[src/rtl/hazard_pkg.sv]
// Shared encodings and constants for the pipeline hazard/stall controller.
package hazard_pkg;
  localparam int TMR_W       = 6;
  localparam int MDU_LAT_DEF = 32;

  typedef enum logic [2:0] {
    CAUSE_NONE = 3'd0,
    CAUSE_MEM  = 3'd1,
    CAUSE_BR   = 3'd2,
    CAUSE_LU   = 3'd3,
    CAUSE_MDU  = 3'd4
  } cause_e;

  typedef struct packed {
    logic pc_en;
    logic if2id_en;
    logic if2id_flush;
    logic id2ex_en;
    logic id2ex_flush;
    logic ex2mem_en;
    logic mem2wb_flush;
  } strobe_t;

  localparam strobe_t STROBE_RUN  = '{pc_en: 1'b1, if2id_en: 1'b1, if2id_flush: 1'b0,
                                      id2ex_en: 1'b1, id2ex_flush: 1'b0,
                                      ex2mem_en: 1'b1, mem2wb_flush: 1'b0};
  localparam strobe_t STROBE_HOLD = '0;
endpackage

[src/rtl/hazard_ctrl_mdu_timer.sv]
// MDU occupancy timer: loads LAT when a mult/div leaves EX, counts down to idle.
module mdu_timer
  import hazard_pkg::*;
#(
  parameter int LAT = MDU_LAT_DEF
) (
  input  logic clk,
  input  logic clr,
  input  logic load,
  output logic busy
);
  logic [TMR_W-1:0] tmr;

  always_ff @(posedge clk or posedge clr) begin
    if (clr)               tmr <= '0;
    else if (load)         tmr <= TMR_W'(LAT);
    else if (tmr != '0)    tmr <= tmr - TMR_W'(1);
  end

  assign busy = (tmr != '0);
endmodule

[src/rtl/hazard_ctrl.sv]
// Hazard/stall controller for the 5-stage pipeline: priority-resolved strobes,
// MDU occupancy tracking, registered cause and saturating perf counters.
module hazard_ctrl
  import hazard_pkg::*;
#(
  parameter int MDU_LAT = MDU_LAT_DEF,
  parameter int CNT_W   = 32
) (
  input  logic             clk,
  input  logic             clr,
  input  logic [4:0]       id_rs,
  input  logic [4:0]       id_rt,
  input  logic             id_use_rs,
  input  logic             id_use_rt,
  input  logic             id_hilo,
  input  logic [4:0]       ex_rt,
  input  logic             ex_memread,
  input  logic             ex_branch_taken,
  input  logic             ex_mdu_start,
  input  logic             mem_req,
  input  logic             mem_ready,
  output logic             pc_en,
  output logic             if2id_en,
  output logic             if2id_flush,
  output logic             id2ex_en,
  output logic             id2ex_flush,
  output logic             ex2mem_en,
  output logic             mem2wb_flush,
  output logic             mdu_busy,
  output logic [2:0]       cause,
  output logic [CNT_W-1:0] stall_cnt,
  output logic [CNT_W-1:0] flush_cnt
);
  strobe_t st;
  cause_e  cause_nxt, cause_q;
  logic    busy, memwait, loaduse, mduwait;

  assign memwait = mem_req & ~mem_ready;
  assign loaduse = ex_memread & (ex_rt != 5'd0) &
                   ((id_use_rs & (id_rs == ex_rt)) | (id_use_rt & (id_rt == ex_rt)));
  assign mduwait = id_hilo & busy;

  always_comb begin
    st        = STROBE_RUN;
    cause_nxt = CAUSE_NONE;
    if (clr) begin
      st = STROBE_HOLD;
    end else if (memwait) begin
      // whole front end freezes; MEM result is bubbled into WB
      st.pc_en        = 1'b0;
      st.if2id_en     = 1'b0;
      st.id2ex_en     = 1'b0;
      st.ex2mem_en    = 1'b0;
      st.mem2wb_flush = 1'b1;
      cause_nxt       = CAUSE_MEM;
    end else if (ex_branch_taken) begin
      st.if2id_flush  = 1'b1;
      st.id2ex_flush  = 1'b1;
      cause_nxt       = CAUSE_BR;
    end else if (loaduse || mduwait) begin
      st.pc_en        = 1'b0;
      st.if2id_en     = 1'b0;
      st.id2ex_flush  = 1'b1;
      cause_nxt       = loaduse ? CAUSE_LU : CAUSE_MDU;
    end
  end

  assign pc_en        = st.pc_en;
  assign if2id_en     = st.if2id_en;
  assign if2id_flush  = st.if2id_flush;
  assign id2ex_en     = st.id2ex_en;
  assign id2ex_flush  = st.id2ex_flush;
  assign ex2mem_en    = st.ex2mem_en;
  assign mem2wb_flush = st.mem2wb_flush;
  assign mdu_busy     = busy;

  // a mult/div frozen in EX by a memory wait must not arm the timer
  mdu_timer #(.LAT(MDU_LAT)) u_tmr (
    .clk  (clk),
    .clr  (clr),
    .load (ex_mdu_start & st.ex2mem_en),
    .busy (busy)
  );

  always_ff @(posedge clk or posedge clr) begin
    if (clr) begin
      cause_q   <= CAUSE_NONE;
      stall_cnt <= '0;
      flush_cnt <= '0;
    end else begin
      cause_q <= cause_nxt;
      if (!st.pc_en && (stall_cnt != '1))      stall_cnt <= stall_cnt + CNT_W'(1);
      if (st.if2id_flush && (flush_cnt != '1)) flush_cnt <= flush_cnt + CNT_W'(1);
    end
  end

  assign cause = cause_q;
endmodule

[config.mk]
export PLATFORM = sky130hd
export DESIGN_NAME = hazard_ctrl
export DESIGN_NICKNAME = d
export VERILOG_FILES = /design/src/rtl/hazard_pkg.sv /design/src/rtl/hazard_ctrl_mdu_timer.sv /design/src/rtl/hazard_ctrl.sv
export SDC_FILE = /design/constraint.sdc
export NUM_CORES = 1
export LEC_CHECK = 0
export BUFFER_PORTS_ARGS = -buffer_cell sky130_fd_sc_hd__buf_2
export CORE_MARGIN = 1.5
export CORE_UTILIZATION = 35
export CTS_CLUSTER_SIZE = 14
export DETAILED_ROUTE_END_ITERATION = 8
export GPL_ROUTABILITY_DRIVEN = 0
export PLACE_DENSITY_LB_ADDON = 0.05
export RECOVER_POWER = 25
export SYNTH_ARGS = -nofsm -noshare
export SYNTH_HDL_FRONTEND = slang
export SYNTH_SLANG_ARGS = --single-unit
[constraint.sdc]
create_clock -name clk -period 3.4 [get_ports clk]
set_input_delay 0.51 -clock clk [delete_from_list [all_inputs] [get_ports clk]]
set_output_delay 0.51 -clock clk [all_outputs]
set_load 0.005 [all_outputs]
# Word level (Yosys, flattened, before mapping)
# Index checks and enable logic that the tools add are counted.
# classes
add_sub_neg	3
eq_ne	4
n_mux	18
bitwise	9
reduce_logical	7
# op_table
operator	count
adder 32 x 1 -> 32 bit (second input constant)	2
!= test 32 bit (second input constant)	2
2-to-1 mux 3 bit	5
2-to-1 mux 6 bit	2
== test 5 bit	2
2-to-1 mux 2 bit	4
AND 1 bit	7
2-to-1 mux 7 bit	1
2-to-1 mux 1 bit	6
nonzero test 6 bit	1
subtractor 6 x 1 -> 6 bit (second input constant)	1
nonzero test 5 bit	1
logical AND 1 bit	2
nonzero test 2 bit	1
logical NOT 1 bit	1
logical OR 1 bit	1
NOT 1 bit	1
bitwise OR 1 bit	1
# word_totals
reg_bits	73
in_bits	25
out_inout_bits	75
wordCells	45

# Longest topological paths before layout
# Gate-level depths: netlist (run 1).
# logic_depth
ltp_word	11
mapped_depth	9
ltp_nobuf	8

# Hierarchy
# From an unflattened synthesis (run 1), not the netlist that was laid out.
# unflattened
cells_unflattened	344
area_unflattened_um2	3684.8
# by_module_without_submodules
module	instances	cells_per_inst	area_each_um2	seq_area_each_um2
hazard_ctrl	1	310	3334.4	1676.6
mdu_timer	1	34	350.3	150.1

# Least setup slack after synthesis (run 1)
# OpenSTA, ideal clock, no wires.
# synth_timing
path_kind	input-to-output
from	input clr
to	output pc_en
arrival_time_ps	3192
t_required_ps	2890
path_slack_ps	-302
stages	7
n_path_buf	2
path_cell_list	inv_1 nand2_2 inv_1 nand2_1 o22ai_4 buf_6 buf_4
# synth_via
elab_chain_len	1
# synth_lines
element	line_no	source
from (decl)	hazard_ctrl.sv:10	input logic clr,
2-to-1 mux 7 bit	hazard_ctrl.sv:46	if (clr) begin
to (decl)	hazard_ctrl.sv:22	output logic pc_en,
# Every way passes these cells.

# Final worst setup path (run 1)
# layout_timing
from	register u_tmr.tmr[0]
to	output if2id_en
# layout_via
elab_chain_len	7
# layout_lines
element	line_no	source
from (decl)	hazard_ctrl_mdu_timer.sv:12	logic [TMR_W-1:0] tmr;
from (signal assigned)	hazard_ctrl_mdu_timer.sv:16	else if (load) tmr <= TMR_W'(LAT);
from (signal assigned)	hazard_ctrl_mdu_timer.sv:17	else if (tmr != '0) tmr <= tmr - TMR_W'(1);
nonzero test 6 bit	hazard_ctrl_mdu_timer.sv:20	assign busy = (tmr != '0);
AND 1 bit	hazard_ctrl.sv:41	assign mduwait = id_hilo & busy;
logical OR 1 bit	hazard_ctrl.sv:60	end else if (loaduse || mduwait) begin
2-to-1 mux 2 bit	hazard_ctrl.sv:60	
2-to-1 mux 2 bit	hazard_ctrl.sv:56	end else if (ex_branch_taken) begin
2-to-1 mux 2 bit	hazard_ctrl.sv:48	end else if (memwait) begin
2-to-1 mux 7 bit	hazard_ctrl.sv:46	
to (decl)	hazard_ctrl.sv:23	output logic if2id_en,
# Every way passes these cells.

==> results of run 1 <==
-- power by group through the flow --
stage	clock [mW]	sequential [mW]	combinational, mW
after floorplan	0	1.19	0.361
after global routing	0.823	1.24	0.652
final	0.766	1.20	0.570
after CTS	0.784	1.20	0.584
after detailed placement	0	1.22	0.579
after global placement	0	1.21	0.574
-- critical path: stages, from the launching register on --
cell and delay (ns):
dfrtp_1 0.40, inv_1 0.09, ha_1 0.20, nor3b_1 0.34, a21bo_2 0.24, a21oi_1 0.10, o22ai_4 0.42, buf_2 0.21
-- final cells by class --
cell class	instances	area [um^2]
fillers	1042	5820
multi-input cells	265	1840
flip-flops and latches	73	1830
repair buffers	101	507
well taps	136	170
clock buffers	10	138
clock inverters	5	80.1
inverters	8	31.3
-- sequential cells by signal (all words and copies together), names as in the netlist --
signal and flops:
u_tmr.tmr 6, flush_cnt 32, cause 3, stall_cnt 32
-- cell usage in the layout (no fill, tap or decap), types with 2 or more instances in the layout --
master      netlist  routed
a211o_1           2       2
a21oi_1           5       5
a31oi_1           2       2
and2_1            4       4
and3_1           17      17
and4_1            8       8
buf_2             4      98
bufinv_16         0       2
clkbuf_8          0      10
clkinvlp_4        0       2
dfrtp_1          73      73
ha_1              4       4
inv_1             8       7
mux2_1            2       2
mux2_2            3       3
nand2_1          30      30
nand2b_1          2       2
nand3_1          19      19
nand4_1          21      21
nor2_1           16      16
nor2b_1           2       2
nor3_1           20      20
nor3b_1           3       3
nor4_1            9       9
nor4_2            2       2
or3_1             2       2
xnor2_1          35      35
xor2_1           35      35
-- cell usage after synthesis (2+ instances only) --
library cell / instances / area [um^2]
dfrtp_1: 73 / 1830
xnor2_1: 35 / 307
xor2_1: 35 / 307
nand2_1: 30 / 113
nand4_1: 21 / 131
nor3_1: 20 / 100
nand3_1: 19 / 95.1
and3_1: 17 / 106
nor2_1: 16 / 60.1
nor4_1: 9 / 56.3
and4_1: 8 / 70.1
inv_1: 8 / 30.0
a21oi_1: 5 / 25.0
and2_1: 4 / 25.0
buf_2: 4 / 20.0
ha_1: 4 / 50.1
buf_6: 3 / 33.8
clkbuf_1: 3 / 11.3
mux2_2: 3 / 33.8
nor3b_1: 3 / 22.5
a211o_1: 2 / 17.5
a31oi_1: 2 / 12.5
buf_4: 2 / 15.0
mux2_1: 2 / 22.5
nand2b_1: 2 / 12.5
nor2b_1: 2 / 12.5
nor4_2: 2 / 25.0
or3_1: 2 / 12.5
-- metal layers --
metal	global-route usage [%]	wire length (um)	vias up	share of wire (%)
met1	23.1	4420	1461	51
met2	23.2	3810	70	44
met4	6.00	111	0	1.3
met3	3.04	322	9	3.7
met5	0	0	-	0
li1	-	-	1466	-
-- per-stage QoR --
stage / hold slack [ns] / utilization (%) / worst slack, ns / instance area, um^2 / total power, mW
4_1_cts: 0.376 / 44.2 / 0.504 / 4600 / 2.57
3_5_place_dp: 0.471 / 42.1 / 0.800 / 4380 / 1.80
3_3_place_gp: 0.468 / 42.1 / 0.813 / 4380 / 1.79
6_report: 0.378 / 44.1 / 0.537 / 4590 / 2.54
5_1_grt: 0.391 / 44.1 / 0.286 / 4590 / 2.71
2_1_floorplan: 0.477 / - / 0.279 / 3780 / 1.56
-- how the worst max path moves through the flow --
stage	from	end	slack, ns	cells after the start
after floorplan	clr	pc_en	0.28	7
after global placement	ex_rt[1]	stall_cnt[22]	0.81	8
after detailed placement	ex_rt[1]	stall_cnt[20]	0.80	8
after CTS	u_tmr.tmr[0]	if2id_en	0.50	7
after global routing	u_tmr.tmr[0]	if2id_en	0.29	7
final	u_tmr.tmr[0]	if2id_en	0.54	7
-- logic make-up (layout without fill, tap and decap cells) --
kind of cell    Yosys count  in the layout  synth area share (%)
buf+inv                  20            124                  2.91
xor+xnor                 70             70                  16.2
simple gates            169            169                  26.3
flops                    73             73                  48.4
mux                       5              5                  1.49
compound gates           17             17                  3.38
fa+ha+maj                 4              4                  1.32
==> flow_summary.json, run 1 <==
{
  "clk_pin_slew_ns": 0.08,
  "postSynth.asyncResetShare_pct": 100,
  "cts_resized": 0,
  "drv_slew": 75,
  "detail_route.wl_per_cell_um": 14.5,
  "antenna_left": 0,
  "syn_area_per_cell_um2": 10.6,
  "num_vias": 3006,
  "combPwrFrac_pct": 22.4,
  "hold_class": "in2reg",
  "grt_pass1_vias": 2870,
  "path_class": "reg2out",
  "cp-end-kind": "output port",
  "hold_end": "cause[2]",
  "grt_max_degree": 75,
  "path_max_fanout": 16,
  "start_util_pct": 36.3,
  "io_pins": 100,
  "dp_hpwl_mm": 6.20,
  "h-tree-depth": 3,
  "post_cts_buffers": 0,
  "finalSetupViolCount": 0,
  "numCtsBuffers": 9,
  "skew_ns": 0.00877,
  "rsz0062_at_grt": "no",
  "ys_seq_elements": 73,
  "cts_hold_buffers": 0,
  "wl_mm": 8.66,
  "core_um2": 10400,
  "power_leakage_nw": 2.14,
  "grt_overflow": 0,
  "rows": 37,
  "dieArea_um2": 11400,
  "power_density_nw_per_um2": 553,
  "diodes": 0,
  "r2r-end": "stall_cnt[12]",
  "die_h_um": 107,
  "root_buffer": "clkbuf_8",
  "hold_viol": 0,
  "firstDrtPassIters": 4,
  "insertion_delay_ns": 0.35,
  "vdd_drop_max_mv": 0.210,
  "synth.cell_area_um2": 3780,
  "hold_start": "ex_branch_taken",
  "port_buffers": 99,
  "syn-num-nets": 387,
  "grt_pass1_wl_mm": 14.4,
  "worstHoldPathCells": 2,
  "nNetsFinal": 487,
  "ys_warn_count": 0,
  "swShare_pct": 32.1,
  "relSlewSlack_pct": -22.2,
  "placed_cells": 583,
  "fmaxAchievable_mhz": 349,
  "r2r_start": "u_tmr.tmr[0]",
  "synth_edf_count": 0,
  "status": "finished, violations left",
  "cts_sinks": 73,
  "drt_iter0_drc": 86,
  "setup_tns_ns": 0,
  "clk_path_buf_depth": 2,
  "violations": "capacitance limit, slew limit",
  "clkPwrFrac_pct": 30.2,
  "crit_required_ns": 2.89,
  "synth_top_flop_cell": "dfrtp_1",
  "rrSetupSlack_ns": 0.87,
  "pwr-share-seq_pct": 47.4,
  "area_delta_synth_final_pct": 21.6,
  "cts_tree": "done",
  "tightest_slew_ns": 1.83,
  "antenna_found_initial": 0,
  "cp.arrival_ns": 2.35,
  "yosys.cell_types.count": 50,
  "ff2ff_path_depth": 9,
  "intPower_mw": 1.72,
  "final_cells": 598,
  "seq_area_frac_synth_pct": 48.4,
  "drive_gt1_share_pct": 29.0,
  "die_w_um": 107,
  "via_per_inst": 5.03,
  "grt_usage_pct": 15.8,
  "cap_violations": 1,
  "drc": 0,
  "finalCritPeriodShare_pct": 84.2,
  "syn_inst": 358,
  "switching_power_mw": 0.814,
  "min_period_ns": 2.86,
  "critPathLaunchType": "flop"
}
No activity file was read; power rests on OpenSTA's default activity.
==> run 2: changes to the inputs <==
clock period = 2.4 ns   (was 3.4 ns; I/O delays follow)
==> run 2 against run 1 <==
Against the previous run: the flow still finishes with violations (capacitance limit, slew limit); critical path depth is 1 higher; worst setup slack worse by 0.39 ns; clock power is 34% higher; clock skew is 0.0033 ns higher; combinational power is 62% higher; non-clock buffer count is 11 higher; routed wire length is 2.4% higher; die area stayed put; design area is 6.1% higher.
==> flow_summary.json, run 2 (synthesis gave the netlist of run 1 again) <==
{
  "nNetsFinal": 498,
  "wl_mm": 8.87,
  "grt_overflow": 0,
  "diodes": 0,
  "rows": 37,
  "core_um2": 10400,
  "largestRegisters": "flush_cnt: 32 flops, stall_cnt: 32 flops, u_tmr.tmr: 6 flops",
  "clk_path_buf_depth": 2,
  "finalCritPeriodShare_pct": 94.0,
  "grt_usage_pct": 16.9,
  "cap_violations": 1,
  "via_per_inst": 5.01,
  "worstHoldPathCells": 2,
  "setup_tns_ns": 0,
  "die_h_um": 107,
  "clk_pin_slew_ns": 0.08,
  "port_buffers": 99,
  "final_cells": 610,
  "drc": 0,
  "status": "finished, violations left",
  "dieArea_um2": 11400,
  "h-tree-depth": 3,
  "path_max_fanout": 3,
  "numCtsBuffers": 9,
  "swShare_pct": 32.5,
  "hold_class": "in2reg",
  "hold_viol": 0,
  "grt_pass1_vias": 3065,
  "layout_common_cells": "buf_2, dfrtp_1, xnor2_1, xor2_1, nand2_1",
  "detail_route.wl_per_cell_um": 14.5,
  "vdd_drop_max_mv": 0.394,
  "power_leakage_nw": 2.24,
  "rsz0062_at_grt": "no",
  "drv_slew": 74,
  "firstDrtPassIters": 4,
  "mostFrequentLayoutCell": "buf_2",
  "pwr-share-seq_pct": 46.7,
  "power_mw": 3.67,
  "dp_hpwl_mm": 6.29,
  "clkPwrFrac_pct": 28.1,
  "antenna_found_initial": 0,
  "cp.arrival_ns": 1.90,
  "num_vias": 3055,
  "finalSetupViolCount": 0,
  "drive_gt1_share_pct": 34.8,
  "cts_sinks": 73,
  "place_area_um2": 4580,
  "cp-end-kind": "output port",
  "min_period_ns": 2.26,
  "root_buffer": "clkbuf_8",
  "switching_power_mw": 1.19,
  "intPower_mw": 2.48,
  "start_util_pct": 36.3,
  "antenna_left": 0,
  "combPwrFrac_pct": 25.2,
  "area_delta_synth_final_pct": 29.0,
  "violations": "capacitance limit, slew limit",
  "ff2ff_path_depth": 10,
  "power_density_nw_per_um2": 753,
  "grt_max_degree": 74,
  "insertion_delay_ns": 0.35,
  "final_area_um2": 4870,
  "cts_tree": "done",
  "path_class": "reg2out",
  "relSlewSlack_pct": -24.0,
  "die_w_um": 107,
  "crit_required_ns": 2.04,
  "fmaxAchievable_mhz": 443,
  "placed_cells": 590,
  "critPathLaunchType": "flop",
  "tightest_slew_ns": 1.86,
  "skew_ns": 0.0121,
  "grt_pass1_wl_mm": 15.1,
  "drt_iter0_drc": 87,
  "io_pins": 100
}
## run 2: changes by cell type in the layout (fill, tap and decap cells not counted), moves of 4 or more
| cell | before | now |
|---|---|---|
| nor4_1 | 9 | 3 |
| nor3_1 | 20 | 12 |
| nor3_2 | 1 | 9 |
| buf_4 | 1 | 9 |
| nor4_4 | 1 | 5 |
## run 2: critical path, stage by stage (launching register included)
cell and delay (ns):
dfrtp_1 0.40, inv_2 0.07, ha_4 0.16, nor3b_4 0.15, a21bo_2 0.25, a21oi_2 0.17
o22ai_4 0.10, buf_12 0.15, buf_2 0.11
## run 2: repair_timing
| action | CTS | global route |
|---|---|---|
| buffers inserted | 3 | 0 |
| hold buffers | 0 | 0 |
| gates cloned | 1 | 0 |
| endpoints found under the setup margin | 2 | 5 |
| pin swaps | 2 | 3 |
| gates resized for setup | 3 | 4 |
## run 2: power by group through the flow
stage                     clock network [mW]  registers [mW]  logic, mW
after global routing                    1.12            1.76       1.05
after floorplan                            0            1.69      0.538
final                                   1.03            1.71      0.923
after detailed placement                   0            1.72      0.870
after global placement                     0            1.72      0.865
after CTS                               1.07            1.71      0.918
## run 2: routing by layer
metal  GRT usage (%)  vias to the layer above  share of wire [%]
met5               0                        -                  0
met4            7.43                        0                1.7
met3            3.16                       11                4.6
met2            24.9                       72                 44
met1            24.1                     1485                 50
li1                -                     1487                  -
## run 2: final cells by class
type	instances	area, um^2
clock inverter	2	35.0
multi-input combinational	265	1990
clock buffer	14	173
fill	1028	5540
tap	136	170
timing repair buffer	112	639
sequential	73	1830
inverter	8	33.8
## run 2: final timing paths
path                                  to  slack (ns)             from
max                             if2id_en        0.14     u_tmr.tmr[0]
min reg2reg                 flush_cnt[5]        0.48     flush_cnt[5]
min in group asynchronous  flush_cnt[22]        0.86              clr
max in group asynchronous  stall_cnt[20]        0.45              clr
max reg2reg                stall_cnt[16]        0.18     u_tmr.tmr[0]
min                             cause[2]        0.25  ex_branch_taken
## run 2: metrics by stage
stage               hold WS, ns  util (%)  worst slack, ns
global route              0.258      46.8           0.0121
detailed placement        0.475      44.0            0.160
global placement          0.467      44.0            0.169
floorplan                 0.423         -           -0.285
CTS                       0.238      46.7           0.0462
finish                    0.251      46.8            0.145
==> run 3: changes to the inputs <==
CORE_UTILIZATION = 55   (was 35)
clock period = 2.63 ns   (was 2.4 ns; I/O delays follow)
==> run 3 against run 2 <==
Against the previous run: the flow now finishes without violations; critical endpoint unchanged; highest routed layer unchanged; non-clock buffer count down 2; core utilization up 23 points; largest power group unchanged; final cell count is 9.5% lower.
==> flow_summary.json, run 3 (synthesis gave the netlist of run 1 again) <==
{
  "drc": 0,
  "antenna_found_initial": 0,
  "cp-end-kind": "output port",
  "hold_end": "cause[2]",
  "port_buffers": 99,
  "wl_mm": 8.22,
  "rsz0062_at_grt": "no",
  "crit_required_ns": 2.24,
  "cts_sinks": 73,
  "relSlewSlack_pct": 38.4,
  "final_cells": 552,
  "numCtsBuffers": 9,
  "rrSetupSlack_ns": 0.30,
  "fmaxAchievable_mhz": 409,
  "ff2ff_path_depth": 10,
  "power_leakage_nw": 2.19,
  "critPathLaunchType": "flop",
  "layout_common_cells": "buf_2, dfrtp_1, xnor2_1, xor2_1, nand2_1",
  "multi_input_area_um2": 1920,
  "nNetsFinal": 496,
  "grt_max_degree": 75,
  "r2r-end": "stall_cnt[22]",
  "finalSetupViolCount": 0,
  "placed_cells": 534,
  "grt_usage_pct": 23.8,
  "nFillCells": 533,
  "whs_ns": 0.277,
  "r2r_start": "u_tmr.tmr[0]",
  "cap_violations": 0,
  "hold_viol": 0,
  "place_area_um2": 4450,
  "vdd_drop_max_mv": 0.517,
  "num_vias": 3059,
  "cts_hold_buffers": 0,
  "start_util_pct": 56.2,
  "drt_iter0_drc": 73,
  "rows": 30,
  "power_mw": 3.24,
  "firstDrtPassIters": 4,
  "dp_hpwl_mm": 5.97,
  "die_w_um": 85.9,
  "status": "complete, no violations",
  "dieArea_um2": 7370,
  "io_pins": 100,
  "tightest_slew_ns": 0.924,
  "drv_slew": 0,
  "core_um2": 6720,
  "area_delta_synth_final_pct": 23.7,
  "min_period_ns": 2.44,
  "antenna_left": 0,
  "worstHoldPathCells": 2,
  "power_density_nw_per_um2": 693,
  "skew_ns": 0.00984,
  "grt_pass1_vias": 3009,
  "finalCritPeriodShare_pct": 92.9,
  "root_buffer": "clkbuf_8",
  "clk_pin_slew_ns": 0.08,
  "hold_class": "in2reg",
  "hold_start": "ex_branch_taken",
  "diodes": 0,
  "insertion_delay_ns": 0.35,
  "detail_route.wl_per_cell_um": 14.9,
  "clk_path_buf_depth": 2,
  "path_class": "reg2out",
  "via_per_inst": 5.54,
  "critical_path.startpoint": "u_tmr.tmr[0]",
  "grt_pass1_wl_mm": 14.0,
  "cts_tree": "done",
  "path_max_fanout": 5,
  "mostFrequentLayoutCell": "buf_2",
  "final_area_um2": 4670,
  "largestRegisters": "flush_cnt: 32 flops, stall_cnt: 32 flops, u_tmr.tmr: 6 flops",
  "seq_area_um2": 1830,
  "die_h_um": 85.9,
  "grt_overflow": 0,
  "drive_gt1_share_pct": 33.1,
  "h-tree-depth": 3,
  "cp.arrival_ns": 2.05
}
run 3: cell type report:
| class | instances | share of cell area, % |
|---|---|---|
| Tap cell | 80 | 2.14 |
| Multi-Input combinational cell | 265 | 41.0 |
| Inverter | 8 | 0.723 |
| Timing Repair Buffer | 110 | 12.6 |
| Clock inverter | 4 | 1.10 |
| Sequential cell | 73 | 39.1 |
| Clock buffer | 12 | 3.32 |
run 3: timing repair:
item / 4_1_cts / 5_1_grt
setup buffers: 2 / 0
resized for setup: 0 / 0
endpoints found under the hold margin: 0 / 0
endpoints found under the setup margin: 2 / 0
run 3: where the power goes:
| group | total [mW] | switching [mW] | internal (mW) |
|---|---|---|---|
| Clock | 0.906 | 0.415 | 0.491 |
| Combinational | 0.779 | 0.396 | 0.383 |
| Sequential | 1.55 | 0.234 | 1.32 |
| Total | 3.24 | 1.05 | 2.19 |
run 3: routing by layer:
| metal | global-route usage [%] | up-vias | routed length, um |
|---|---|---|---|
| li1 | - | 1482 | - |
| met1 | 32.0 | 1484 | 3730 |
| met2 | 39.5 | 82 | 4020 |
| met3 | 4.04 | 11 | 342 |
| met4 | 7.92 | 0 | 121 |
| met5 | 0 | - | 0 |
run 3: worst max-delay path by stage:
stage,endpoint,slack (ns)
3_3_place_gp,stall_cnt[22],0.31
3_5_place_dp,stall_cnt[21],0.26
4_1_cts,if2id_en,0.15
6_report,if2id_en,0.19
2_1_floorplan,pc_en,-0.12
5_1_grt,if2id_en,0.06
run 3: critical path, stage by stage (launching register included):
cell	delay (ns)
dfrtp_1	0.40
inv_1	0.08
ha_1	0.20
nor3b_1	0.26
a21bo_2	0.23
a21oi_1	0.11
o22ai_4	0.26
buf_2	0.16
run 3: metrics by stage:
stage               util (%)  setup TNS (ns)  worst slack [ns]
global route            69.5               0            0.0624
floorplan                  -           -1.35            -0.124
detailed placement      66.3               0             0.256
finish                  69.5               0             0.186
CTS                     69.6               0             0.155
global placement        66.3               0             0.313
